### src/rtl/mips16_pkg.sv
// Shared definitions for the 16-bit MIPS decode stage: opcodes, ALU op classes,
// instruction field positions and the control-word decode.
package mips16_pkg;

    localparam int INSTR_W    = 16;
    localparam int REG_ADDR_W = 3;
    localparam int OP_W       = 3;
    localparam int FUNCT_W    = 4;
    localparam int IMM_W      = 7;

    localparam int OP_LSB = 13;
    localparam int RS_LSB = 10;
    localparam int RT_LSB = 7;
    localparam int RD_LSB = 4;

    localparam logic [OP_W-1:0] OP_R    = 3'd0;
    localparam logic [OP_W-1:0] OP_ADDI = 3'd1;
    localparam logic [OP_W-1:0] OP_ORI  = 3'd2;
    localparam logic [OP_W-1:0] OP_SLTI = 3'd3;
    localparam logic [OP_W-1:0] OP_BEQ  = 3'd4;
    localparam logic [OP_W-1:0] OP_BNE  = 3'd5;
    localparam logic [OP_W-1:0] OP_LW   = 3'd6;
    localparam logic [OP_W-1:0] OP_SW   = 3'd7;

    localparam logic [1:0] ALUOP_MEM = 2'b00;
    localparam logic [1:0] ALUOP_IMM = 2'b01;
    localparam logic [1:0] ALUOP_R   = 2'b10;

    typedef struct packed {
        logic       regdst;
        logic       regwrite;
        logic       alusrc;
        logic       branch;
        logic       memwrite;
        logic       memread;
        logic       memtoreg;
        logic [1:0] aluop;
    } ctrl_t;

    function automatic ctrl_t decode_ctrl(input logic [OP_W-1:0] op);
        ctrl_t c;
        c = '0;
        case (op)
            OP_R: begin
                c.regdst   = 1'b1;
                c.regwrite = 1'b1;
                c.aluop    = ALUOP_R;
            end
            OP_ADDI, OP_ORI, OP_SLTI: begin
                c.alusrc   = 1'b1;
                c.regwrite = 1'b1;
                c.aluop    = ALUOP_IMM;
            end
            OP_BEQ, OP_BNE: begin
                c.branch = 1'b1;
                c.aluop  = ALUOP_IMM;
            end
            OP_LW: begin
                c.alusrc   = 1'b1;
                c.regwrite = 1'b1;
                c.memread  = 1'b1;
                c.memtoreg = 1'b1;
                c.aluop    = ALUOP_MEM;
            end
            default: begin
                c.alusrc   = 1'b1;
                c.memwrite = 1'b1;
                c.aluop    = ALUOP_MEM;
            end
        endcase
        return c;
    endfunction

    // Only these formats actually consume rt as a source operand.
    function automatic logic op_uses_rt(input logic [OP_W-1:0] op);
        return (op == OP_R) || (op == OP_BEQ) || (op == OP_BNE) || (op == OP_SW);
    endfunction

endpackage

### src/rtl/id_stage_pipe_if.sv
// IF/WB-facing inputs and ID/EX-facing outputs of the decode stage, bundled as one bus.
interface id_stage_pipe_if #(
    parameter int DATA_W = 16,
    parameter int PC_W   = 16
);
    import mips16_pkg::*;

    logic                  id_valid;
    logic [INSTR_W-1:0]    instin;
    logic [PC_W-1:0]       pc_in;
    logic                  wb_regwrite;
    logic [REG_ADDR_W-1:0] wb_addr;
    logic [DATA_W-1:0]     wb_data;
    logic                  flush;

    logic                  stall;
    logic                  ex_valid;
    logic [PC_W-1:0]       ex_pc;
    logic [DATA_W-1:0]     ex_rd1;
    logic [DATA_W-1:0]     ex_rd2;
    logic [DATA_W-1:0]     ex_imm;
    logic [REG_ADDR_W-1:0] ex_rs;
    logic [REG_ADDR_W-1:0] ex_rt;
    logic [REG_ADDR_W-1:0] ex_rd;
    logic [OP_W-1:0]       ex_opcode;
    logic [FUNCT_W-1:0]    ex_funct;
    logic                  regdst;
    logic                  regwrite;
    logic                  alusrc;
    logic                  branch;
    logic                  memwrite;
    logic                  memread;
    logic                  memtoreg;
    logic [1:0]            aluop;

    modport master (
        output id_valid, instin, pc_in, wb_regwrite, wb_addr, wb_data, flush,
        input  stall, ex_valid, ex_pc, ex_rd1, ex_rd2, ex_imm, ex_rs, ex_rt, ex_rd,
               ex_opcode, ex_funct, regdst, regwrite, alusrc, branch, memwrite,
               memread, memtoreg, aluop
    );

    modport slave (
        input  id_valid, instin, pc_in, wb_regwrite, wb_addr, wb_data, flush,
        output stall, ex_valid, ex_pc, ex_rd1, ex_rd2, ex_imm, ex_rs, ex_rt, ex_rd,
               ex_opcode, ex_funct, regdst, regwrite, alusrc, branch, memwrite,
               memread, memtoreg, aluop
    );

endinterface

### src/rtl/id_regfile.sv
// Two-read, one-write register file with hard-wired zero register and
// write-through bypass so WB and ID can share a cycle.
module id_regfile #(
    parameter int DATA_W = 16,
    parameter int NREGS  = 8
) (
    input  logic              clk,
    input  logic              reset,
    input  logic              we,
    input  logic [2:0]        waddr,
    input  logic [DATA_W-1:0] wdata,
    input  logic [2:0]        raddr1,
    input  logic [2:0]        raddr2,
    output logic [DATA_W-1:0] rdata1,
    output logic [DATA_W-1:0] rdata2
);

    logic [DATA_W-1:0] mem [NREGS];

    always_ff @(posedge clk or negedge reset) begin
        if (!reset) begin
            for (int i = 0; i < NREGS; i++) begin
                mem[i] <= '0;
            end
        end else if (we && (waddr != 3'd0) && (int'(waddr) < NREGS)) begin
            mem[waddr] <= wdata;
        end
    end

    // A nonzero read address that matches an active write sees the new data this cycle.
    always_comb begin
        rdata1 = '0;
        rdata2 = '0;
        if ((raddr1 != 3'd0) && (int'(raddr1) < NREGS)) begin
            rdata1 = (we && (waddr == raddr1)) ? wdata : mem[raddr1];
        end
        if ((raddr2 != 3'd0) && (int'(raddr2) < NREGS)) begin
            rdata2 = (we && (waddr == raddr2)) ? wdata : mem[raddr2];
        end
    end

endmodule

### src/rtl/id_stage_pipe.sv
// MIPS16 instruction-decode stage: field split, control decode, sign extension,
// load-use stall detection and the ID/EX pipeline register.
module id_stage_pipe #(
    parameter int DATA_W = 16,
    parameter int NREGS  = 8,
    parameter int PC_W   = 16
) (
    input logic         clk,
    input logic         reset,
    id_stage_pipe_if.slave bus
);
    import mips16_pkg::*;

    logic [OP_W-1:0]       op;
    logic [REG_ADDR_W-1:0] rs, rt, rd;
    logic [FUNCT_W-1:0]    funct;
    logic [DATA_W-1:0]     imm, rd1, rd2;
    ctrl_t                 ctrl;
    logic                  load_use, bubble;

    logic                  ex_valid_q;
    logic [PC_W-1:0]       ex_pc_q;
    logic [DATA_W-1:0]     ex_rd1_q, ex_rd2_q, ex_imm_q;
    logic [REG_ADDR_W-1:0] ex_rs_q, ex_rt_q, ex_rd_q;
    logic [OP_W-1:0]       ex_op_q;
    logic [FUNCT_W-1:0]    ex_funct_q;
    ctrl_t                 ex_ctrl_q;

    assign op    = bus.instin[OP_LSB +: OP_W];
    assign rs    = bus.instin[RS_LSB +: REG_ADDR_W];
    assign rt    = bus.instin[RT_LSB +: REG_ADDR_W];
    assign rd    = bus.instin[RD_LSB +: REG_ADDR_W];
    assign funct = bus.instin[FUNCT_W-1:0];
    assign imm   = {{(DATA_W-IMM_W){bus.instin[IMM_W-1]}}, bus.instin[IMM_W-1:0]};
    assign ctrl  = decode_ctrl(op);

    id_regfile #(
        .DATA_W (DATA_W),
        .NREGS  (NREGS)
    ) u_regfile (
        .clk    (clk),
        .reset  (reset),
        .we     (bus.wb_regwrite),
        .waddr  (bus.wb_addr),
        .wdata  (bus.wb_data),
        .raddr1 (rs),
        .raddr2 (rt),
        .rdata1 (rd1),
        .rdata2 (rd2)
    );

    // A load in EX whose target feeds this instruction cannot be forwarded in time.
    assign load_use = ex_valid_q & ex_ctrl_q.memread & (ex_rt_q != '0) & bus.id_valid &
                      ((ex_rt_q == rs) | ((ex_rt_q == rt) & op_uses_rt(op)));
    assign bubble   = bus.flush | load_use | ~bus.id_valid;

    always_ff @(posedge clk or negedge reset) begin
        if (!reset) begin
            ex_valid_q <= 1'b0;
            ex_pc_q    <= '0;
            ex_rd1_q   <= '0;
            ex_rd2_q   <= '0;
            ex_imm_q   <= '0;
            ex_rs_q    <= '0;
            ex_rt_q    <= '0;
            ex_rd_q    <= '0;
            ex_op_q    <= '0;
            ex_funct_q <= '0;
            ex_ctrl_q  <= '0;
        end else if (bubble) begin
            ex_valid_q <= 1'b0;
            ex_pc_q    <= '0;
            ex_rd1_q   <= '0;
            ex_rd2_q   <= '0;
            ex_imm_q   <= '0;
            ex_rs_q    <= '0;
            ex_rt_q    <= '0;
            ex_rd_q    <= '0;
            ex_op_q    <= '0;
            ex_funct_q <= '0;
            ex_ctrl_q  <= '0;
        end else begin
            ex_valid_q <= 1'b1;
            ex_pc_q    <= bus.pc_in;
            ex_rd1_q   <= rd1;
            ex_rd2_q   <= rd2;
            ex_imm_q   <= imm;
            ex_rs_q    <= rs;
            ex_rt_q    <= rt;
            ex_rd_q    <= rd;
            ex_op_q    <= op;
            ex_funct_q <= funct;
            ex_ctrl_q  <= ctrl;
        end
    end

    assign bus.stall     = load_use;
    assign bus.ex_valid  = ex_valid_q;
    assign bus.ex_pc     = ex_pc_q;
    assign bus.ex_rd1    = ex_rd1_q;
    assign bus.ex_rd2    = ex_rd2_q;
    assign bus.ex_imm    = ex_imm_q;
    assign bus.ex_rs     = ex_rs_q;
    assign bus.ex_rt     = ex_rt_q;
    assign bus.ex_rd     = ex_rd_q;
    assign bus.ex_opcode = ex_op_q;
    assign bus.ex_funct  = ex_funct_q;

    // Controls are qualified by valid so a bubble can never write state downstream.
    assign bus.regdst   = ex_valid_q & ex_ctrl_q.regdst;
    assign bus.regwrite = ex_valid_q & ex_ctrl_q.regwrite;
    assign bus.alusrc   = ex_valid_q & ex_ctrl_q.alusrc;
    assign bus.branch   = ex_valid_q & ex_ctrl_q.branch;
    assign bus.memwrite = ex_valid_q & ex_ctrl_q.memwrite;
    assign bus.memread  = ex_valid_q & ex_ctrl_q.memread;
    assign bus.memtoreg = ex_valid_q & ex_ctrl_q.memtoreg;
    assign bus.aluop    = ex_valid_q ? ex_ctrl_q.aluop : 2'b00;

endmodule

### src/flat_wrapper.sv
// flat-port wrapper written by rule: the top's interface ports become plain ports
module id_stage_pipe_flat import mips16_pkg::*;
#(
    parameter int DATA_W = 16,
    parameter int NREGS  = 8,
    parameter int PC_W   = 16
)
  (clk, reset, bus_id_valid, bus_instin, bus_pc_in, bus_wb_regwrite, bus_wb_addr, bus_wb_data, bus_flush, bus_stall, bus_ex_valid, bus_ex_pc, bus_ex_rd1, bus_ex_rd2, bus_ex_imm, bus_ex_rs, bus_ex_rt, bus_ex_rd, bus_ex_opcode, bus_ex_funct, bus_regdst, bus_regwrite, bus_alusrc, bus_branch, bus_memwrite, bus_memread, bus_memtoreg, bus_aluop);
  id_stage_pipe_if #(.DATA_W(DATA_W), .PC_W(PC_W)) bus_i ();
  input logic clk;
  input logic reset;
  input wire logic [$bits(bus_i.id_valid)-1:0] bus_id_valid;
  input wire logic [$bits(bus_i.instin)-1:0] bus_instin;
  input wire logic [$bits(bus_i.pc_in)-1:0] bus_pc_in;
  input wire logic [$bits(bus_i.wb_regwrite)-1:0] bus_wb_regwrite;
  input wire logic [$bits(bus_i.wb_addr)-1:0] bus_wb_addr;
  input wire logic [$bits(bus_i.wb_data)-1:0] bus_wb_data;
  input wire logic [$bits(bus_i.flush)-1:0] bus_flush;
  output wire logic [$bits(bus_i.stall)-1:0] bus_stall;
  output wire logic [$bits(bus_i.ex_valid)-1:0] bus_ex_valid;
  output wire logic [$bits(bus_i.ex_pc)-1:0] bus_ex_pc;
  output wire logic [$bits(bus_i.ex_rd1)-1:0] bus_ex_rd1;
  output wire logic [$bits(bus_i.ex_rd2)-1:0] bus_ex_rd2;
  output wire logic [$bits(bus_i.ex_imm)-1:0] bus_ex_imm;
  output wire logic [$bits(bus_i.ex_rs)-1:0] bus_ex_rs;
  output wire logic [$bits(bus_i.ex_rt)-1:0] bus_ex_rt;
  output wire logic [$bits(bus_i.ex_rd)-1:0] bus_ex_rd;
  output wire logic [$bits(bus_i.ex_opcode)-1:0] bus_ex_opcode;
  output wire logic [$bits(bus_i.ex_funct)-1:0] bus_ex_funct;
  output wire logic [$bits(bus_i.regdst)-1:0] bus_regdst;
  output wire logic [$bits(bus_i.regwrite)-1:0] bus_regwrite;
  output wire logic [$bits(bus_i.alusrc)-1:0] bus_alusrc;
  output wire logic [$bits(bus_i.branch)-1:0] bus_branch;
  output wire logic [$bits(bus_i.memwrite)-1:0] bus_memwrite;
  output wire logic [$bits(bus_i.memread)-1:0] bus_memread;
  output wire logic [$bits(bus_i.memtoreg)-1:0] bus_memtoreg;
  output wire logic [$bits(bus_i.aluop)-1:0] bus_aluop;
  assign bus_i.id_valid = bus_id_valid;
  assign bus_i.instin = bus_instin;
  assign bus_i.pc_in = bus_pc_in;
  assign bus_i.wb_regwrite = bus_wb_regwrite;
  assign bus_i.wb_addr = bus_wb_addr;
  assign bus_i.wb_data = bus_wb_data;
  assign bus_i.flush = bus_flush;
  assign bus_stall = bus_i.stall;
  assign bus_ex_valid = bus_i.ex_valid;
  assign bus_ex_pc = bus_i.ex_pc;
  assign bus_ex_rd1 = bus_i.ex_rd1;
  assign bus_ex_rd2 = bus_i.ex_rd2;
  assign bus_ex_imm = bus_i.ex_imm;
  assign bus_ex_rs = bus_i.ex_rs;
  assign bus_ex_rt = bus_i.ex_rt;
  assign bus_ex_rd = bus_i.ex_rd;
  assign bus_ex_opcode = bus_i.ex_opcode;
  assign bus_ex_funct = bus_i.ex_funct;
  assign bus_regdst = bus_i.regdst;
  assign bus_regwrite = bus_i.regwrite;
  assign bus_alusrc = bus_i.alusrc;
  assign bus_branch = bus_i.branch;
  assign bus_memwrite = bus_i.memwrite;
  assign bus_memread = bus_i.memread;
  assign bus_memtoreg = bus_i.memtoreg;
  assign bus_aluop = bus_i.aluop;
  id_stage_pipe #(.DATA_W(DATA_W), .NREGS(NREGS), .PC_W(PC_W)) u_core (.clk(clk), .reset(reset), .bus(bus_i));
endmodule
### config.mk
export PLATFORM = sky130hd
export DESIGN_NAME = id_stage_pipe_flat
export DESIGN_NICKNAME = d
export VERILOG_FILES = /design/src/rtl/mips16_pkg.sv /design/src/rtl/id_stage_pipe_if.sv /design/src/rtl/id_regfile.sv /design/src/rtl/id_stage_pipe.sv /design/src/flat_wrapper.sv
export SDC_FILE = /design/constraint.sdc
export NUM_CORES = 1
export LEC_CHECK = 0
export CORE_MARGIN = 2
export CORE_UTILIZATION = 35
export DETAILED_ROUTE_END_ITERATION = 16
export SYNTH_ARGS = -nofsm -noshare
export SYNTH_HDL_FRONTEND = slang
export SYNTH_SLANG_ARGS = --single-unit
### constraint.sdc
create_clock -name clk -period 5.85 [get_ports clk]
set_input_delay 1.755 -clock clk [delete_from_list [all_inputs] [get_ports clk]]
set_output_delay 1.755 -clock clk [all_outputs]
set_load 0.01 [all_outputs]
## Word-level counts from Yosys, hierarchy flattened

Index checks and enable logic that the tools add are counted.

- Flip-flop bits (word level): 218
- Bits in latches: 0
- Bits in writable memories: 0
- Bits in read-only memories: 0
- Bits of input ports: 56
- Output and inout bits: 91
- Logic and storage cells: 108
- Memories: 0

- $add $sub $neg: 0
- Multiply operators: 0
- Divide/modulo/power cells: 0
- Order comparisons: 4
- Equality and inequality tests: 11
- Shift-type cells: 0
- Muxes and demuxes: 32
- Bitwise operators: 18
- Reductions and logical operators: 17

Operator list:

| operator | number |
|---|---|
| 2-to-1 mux 16 bit | 13 |
| bitwise mux 128 bit | 1 |
| binary-select mux 16 bit (select 3 bit) | 2 |
| demux 16 bit (select 3 bit) | 1 |
| == test 3 bit | 4 |
| == test 3 bit, second input constant | 4 |
| greater-or-equal comparator 4 bit, second input constant | 3 |
| 2-to-1 mux 3 bit | 4 |
| NOT 3 -> 4 bit | 3 |
| nonzero test 3 bit | 4 |
| bitwise AND 1 bit | 11 |
| OR reduction 5 bit | 2 |
| 2-to-1 mux 9 bit | 1 |
| OR reduction 7 bit | 1 |
| == test 3 x 2 -> 1 bit, second input constant | 2 |
| 2-to-1 mux 1 bit | 6 |
| logical AND 1 bit | 4 |
| < comparator 4 x 1 -> 1 bit, second input constant | 1 |
| 2-to-1 mux 2 bit | 2 |
| 2-to-1 mux 4 bit | 1 |
| case mux 2 bit (2 select lines) | 1 |
| == test 3 x 1 -> 1 bit, second input constant | 1 |
| logical NOT 3 bit | 1 |
| logical OR 1 bit | 3 |
| 4 further kinds | 6 |

## Logic depth before layout (Yosys ltp)

- Depth after elaboration: 10
- Gate-level depth with buffers: 8

## By module

Synthesis repeated with hierarchy kept, for this count alone.

- Cell total of the unflattened synthesis: 738
- Area total of the unflattened synthesis: 9,736.8 µm²

By module, submodules not included:

| module | times used | cells each | area each (µm²) | seq. area each (µm²) |
|---|---|---|---|---|
| id_regfile | 1 | 547 | 7,083.0 | 3,203.1 |
| id_stage_pipe | 1 | 191 | 2,653.8 | 1,801.7 |

## Worst setup path after synthesis

Ideal clock, no wire load.

- Kind: input to output
- From: input bus_instin[9]
- To: output bus_stall
- Data arrival time: 2.724 ns
- Required time: 4.095 ns
- Path slack: 1.371 ns
- Stages: 5
- Path through: buf_6 -> xor2_1 -> nor4_2 -> a32oi_2 -> nor2_1

- Longest elaborated chain between the ends: 4

RTL lines:

| item | RTL line | RTL |
|---|---|---|
| start, declared | flat_wrapper.sv:13 | `input wire logic [$bits(bus_i.instin)-1:0] bus_instin;` |
| == test 3 bit | id_stage_pipe.sv:54 | `((ex_rt_q == rs) \| ((ex_rt_q == rt) & op_uses_rt(op)));` |
| bitwise AND 1 bit | id_stage_pipe.sv:54 |  |
| OR 1 bit | id_stage_pipe.sv:54 |  |
| bitwise AND 1 bit | id_stage_pipe.sv:53 | `assign load_use = ex_valid_q & ex_ctrl_q.memread & (ex_rt_q != '0) & bus.id_valid &` |
| end, declared | flat_wrapper.sv:19 | `output wire logic [$bits(bus_i.stall)-1:0] bus_stall;` |

Every way passes these cells.

## Worst setup path after layout

- From: input bus_instin[15]
- To: output bus_stall

- Longest elaborated chain between the ends: 7
- Elaborated cells on any way between the ends: 10
- Classes of those cells: 3 x eq/ne; 3 x bitwise; 4 x reduce/logical

RTL lines:

| item | RTL line | RTL |
|---|---|---|
| == test 3 bit or logical NOT 3 bit (tied branches) | mips16_pkg.sv:76 | `return (op == OP_R) \|\| (op == OP_BEQ) \|\| (op == OP_BNE) \|\| (op == OP_SW);` |
| logical OR 1 bit (2 in series) | mips16_pkg.sv:76 |  |
| logical OR 1 bit * | mips16_pkg.sv:76 |  |
| bitwise AND 1 bit * | id_stage_pipe.sv:54 |  |
| OR 1 bit * | id_stage_pipe.sv:54 |  |
| bitwise AND 1 bit * | id_stage_pipe.sv:53 |  |

Every way passes the cells marked *; elsewhere a longest branch is shown, timed or not.

==> impl_metrics.yaml <==
timing:
  final_max_slew_viol_count: 0
  maxSlewHeadroom: 0.397
  hold_violations: 0
  max_freq_ghz: 0.181
  finClkSkew_ps: 15.1
  rsz0062_at_grt: "false"
  period_share: 0.946
  fin_crit_ps: 5540
  fin_tns_setup_ps: 0
  hold_ws_ps: 399
  tightestPinTransition_ps: 903
  setup_violations: 0
critical_path:
  crit_chain: "clkdlybuf4s50_1 -> nor2b_1 -> nor4_2 -> a32oi_2 -> nor2_1 -> clkdlybuf4s50_1"
  end_kind: "output pin"
  crit_path_start_kind: "primary input"
  cp_slowest_cell: "clkdlybuf4s50_1"
  worstSetupPathType: "in -> out"
  crit_fanout: 6
  path_common_cell: "clkdlybuf4s50_1"
  cp.arrival_ps: 3780
  required_ps: 4090
  slowest_delay_ps: 600
finish:
  syn2layout_area_growth_pct: 23.4
  fin_nets: 797
  multi_input_area_um2: 4070
  num-fill-cells: 2380
  drive_above_1_share: 0.349
  regArea_um2: 5000
status:
  outcome: "finished, final reports clean"
routing:
  drtIter0Drc: 409
  vias_per_cell: 5.29
  dr.pass1.iters: 4
  postRouteAntennaNets: 0
  wl_per_cell_um: 21.7
  dr_total_vias: 5799
  routed_wl_um: 23800
  drc: 0
place:
  globalplace.congestion: 0.817
  dp_hpwl_um: 14600
  port_buffers: 146
global_routing:
  grt_pass1_vias: 6324
  grtUsageMet3: 0.0367
  grt-ovfl-total: 0
  grtUsageMet2: 0.297
  grt_pass1_wl_um: 37700
  antenna_found_initial: 0
  met1_usage: 0.224
  grt_max_degree: 120
  grt_usage: 0.174
  busiest_layer: "met2"
die:
  io_pins: 147
  start_util: 0.354
  die_y_um: 169
  core.rowCount: 60
  core_area_um2: 26800
  die_area_um2: 28500
  fp.dieW_um: 169
pwr:
  p_clk_frac: 0.333
  p_sw_uw: 949
  power_leakage_uw: 0.00493
  switching_share: 0.264
  seqPwrFrac: 0.476
  pwr_density_cell_nw_per_um2: 307
  p_comb_frac: 0.191
  ir_drop_mv: 0.188
  p_int_uw: 2650
synth:
  ys_seq_area_frac: 0.527
  syn-cell-area_um2: 9490
  synth-edff-count: 0
  synth_nets: 691
  ys_types: 33
  ys_ff_latch: 200
  ys.flop_type: "dfrtp_1"
  syn_inst: 635
  postSynthAreaPerCell_um2: 14.9
  ys_async_sr_fraction: 1.00
  yosys_warnings: 0
worst_hold_path:
  hold_path.class: "reg -> reg"
clocking:
  cts_root_buf: "clkbuf_16"
  cts_tree: "done"
  cts_buffers: 17
  clk_pin_slew_ps: 70
  post_cts_buffers: 0
  hold_buffers: 0
  clk_path_buf_depth: 2
  clkSinkCount: 200
  clock_latency_ps: 440
  htree_levels: 4
  cts.repair.resized: 0
run:
  drv_cap: 0
worst paths after layout:
path / startpoint / to / slack, ps / cells after the start
worst max-delay path: bus_instin[15] / bus_stall / 310 / 6
worst min-delay path: u_core.u_regfile.mem[120]$_DFFE_PN0P_ / u_core.u_regfile.mem[120]$_DFFE_PN0P_ / 400 / 0
worst max register to register: u_core.bus.ex_rt[2]$_DFF_PN0_ / u_core.bus.ex_rd1[12]$_DFF_PN0_ / 3470 / 6
worst min register to register: u_core.u_regfile.mem[120]$_DFFE_PN0P_ / u_core.u_regfile.mem[120]$_DFFE_PN0P_ / 400 / 0
max in group asynchronous: reset / u_core.u_regfile.mem[103]$_DFFE_PN0P_ / 3370 / 2
min in group asynchronous: reset / u_core.bus.ex_opcode[2]$_DFF_PN0_ / 1340 / 1
cell type report:
class,instances,share of cell area
sequential,200,0.427
inverter,1,0.000320
antenna,1,0.000214
clock buffer,19,0.0370
multi-input combinational,355,0.347
clock inverter,13,0.0139
tap,341,0.0364
timing repair buffer,166,0.138
metal layers:
layer,vias up,routed length (µm),share of wire
li1,2536,-,-
met1,3059,10200,0.43
met2,181,12200,0.51
met3,23,1130,0.047
met4,0,320,0.013
met5,-,0,0
cell usage in the layout (no fill, tap or decap), types with 3 or more instances in the layout:
master,count
inv_8,3
inv_6,3
dfrtp_1,200
and2_1,13
mux2_2,112
buf_4,19
clkbuf_16,17
mux2i_1,32
nor2_1,35
a211oi_1,32
clkdlybuf4s50_1,142
and2_4,26
nand4_1,3
xnor2_1,10
mux4_2,64
buf_2,3
nor3_1,4
nand4b_1,3
cell families (layout without fill, tap and decap cells):
logic type	after synthesis	in the layout	synth area share
buf+inv	80	199	0.0474
simple gates	95	95	0.0623
xor+xnor	12	12	0.0111
mux	208	208	0.318
other cells	0	1	0
compound gates	40	40	0.0335
flops	200	200	0.527
power by group through the flow:
stage | sequential, µW | combinational [µW] | clock [µW]
final | 1720 | 687 | 1200
after global routing | 1740 | 745 | 1290
after CTS | 1710 | 698 | 1230
after detailed placement | 1740 | 695 | 0
after global placement | 1710 | 672 | 0
after floorplan | 1710 | 460 | 0
cell usage after synthesis, types with 2 or more instances:
library cell,n,area [µm²]
and2_4,26,228
nand4_1,3,18.8
nor4bb_1,2,20.0
mux4_2,64,1440
o21ai_2,2,17.5
mux2i_1,32,320
mux2_2,112,1260
buf_2,21,105
buf_6,5,56.3
o21a_1,2,15.0
nor3_1,4,20.0
dfrtp_1,200,5000
nor2b_1,2,12.5
nor2_1,35,131
a211oi_1,32,240
xnor2_1,10,87.6
xor2_1,2,17.5
and2_1,13,81.3
nand4b_1,3,26.3
buf_4,23,173
clkbuf_1,30,113
registers in the layout, indices dropped and copies added (netlist names):
name                  count
u_core.u_regfile.mem    128
u_core.bus.ex_pc         16
u_core.bus.ex_rd1        16
u_core.bus.ex_rd2        16
u_core.bus.ex_imm         7
u_core.ex_ctrl_q          7
u_core.bus.ex_opcode      3
u_core.bus.ex_rs          3
u_core.bus.ex_rt          3
u_core.bus.ex_valid       1
critical path: cells and delay by family:
family | cells | cell delay [ps]
buffers and inverters | 2 | 1180
AO/OA/AOI/OAI | 1 | 150
AND/OR/NAND/NOR | 3 | 700
stage by stage:
stage | total power (µW) | area, µm² | util | instances | worst slack [ps]
2_1_floorplan | 2170 | 9490 | - | 635 | 1370
3_3_place_gp | 2390 | 11100 | 0.415 | 1063 | 392
3_5_place_dp | 2430 | 11100 | 0.415 | 1063 | 350
4_1_cts | 3640 | 11700 | 0.437 | 1095 | 327
5_1_grt | 3770 | 11700 | 0.437 | 1095 | 181
6_report | 3600 | 11700 | 0.437 | 1096 | 314
(Power assumes the default switching activity.)
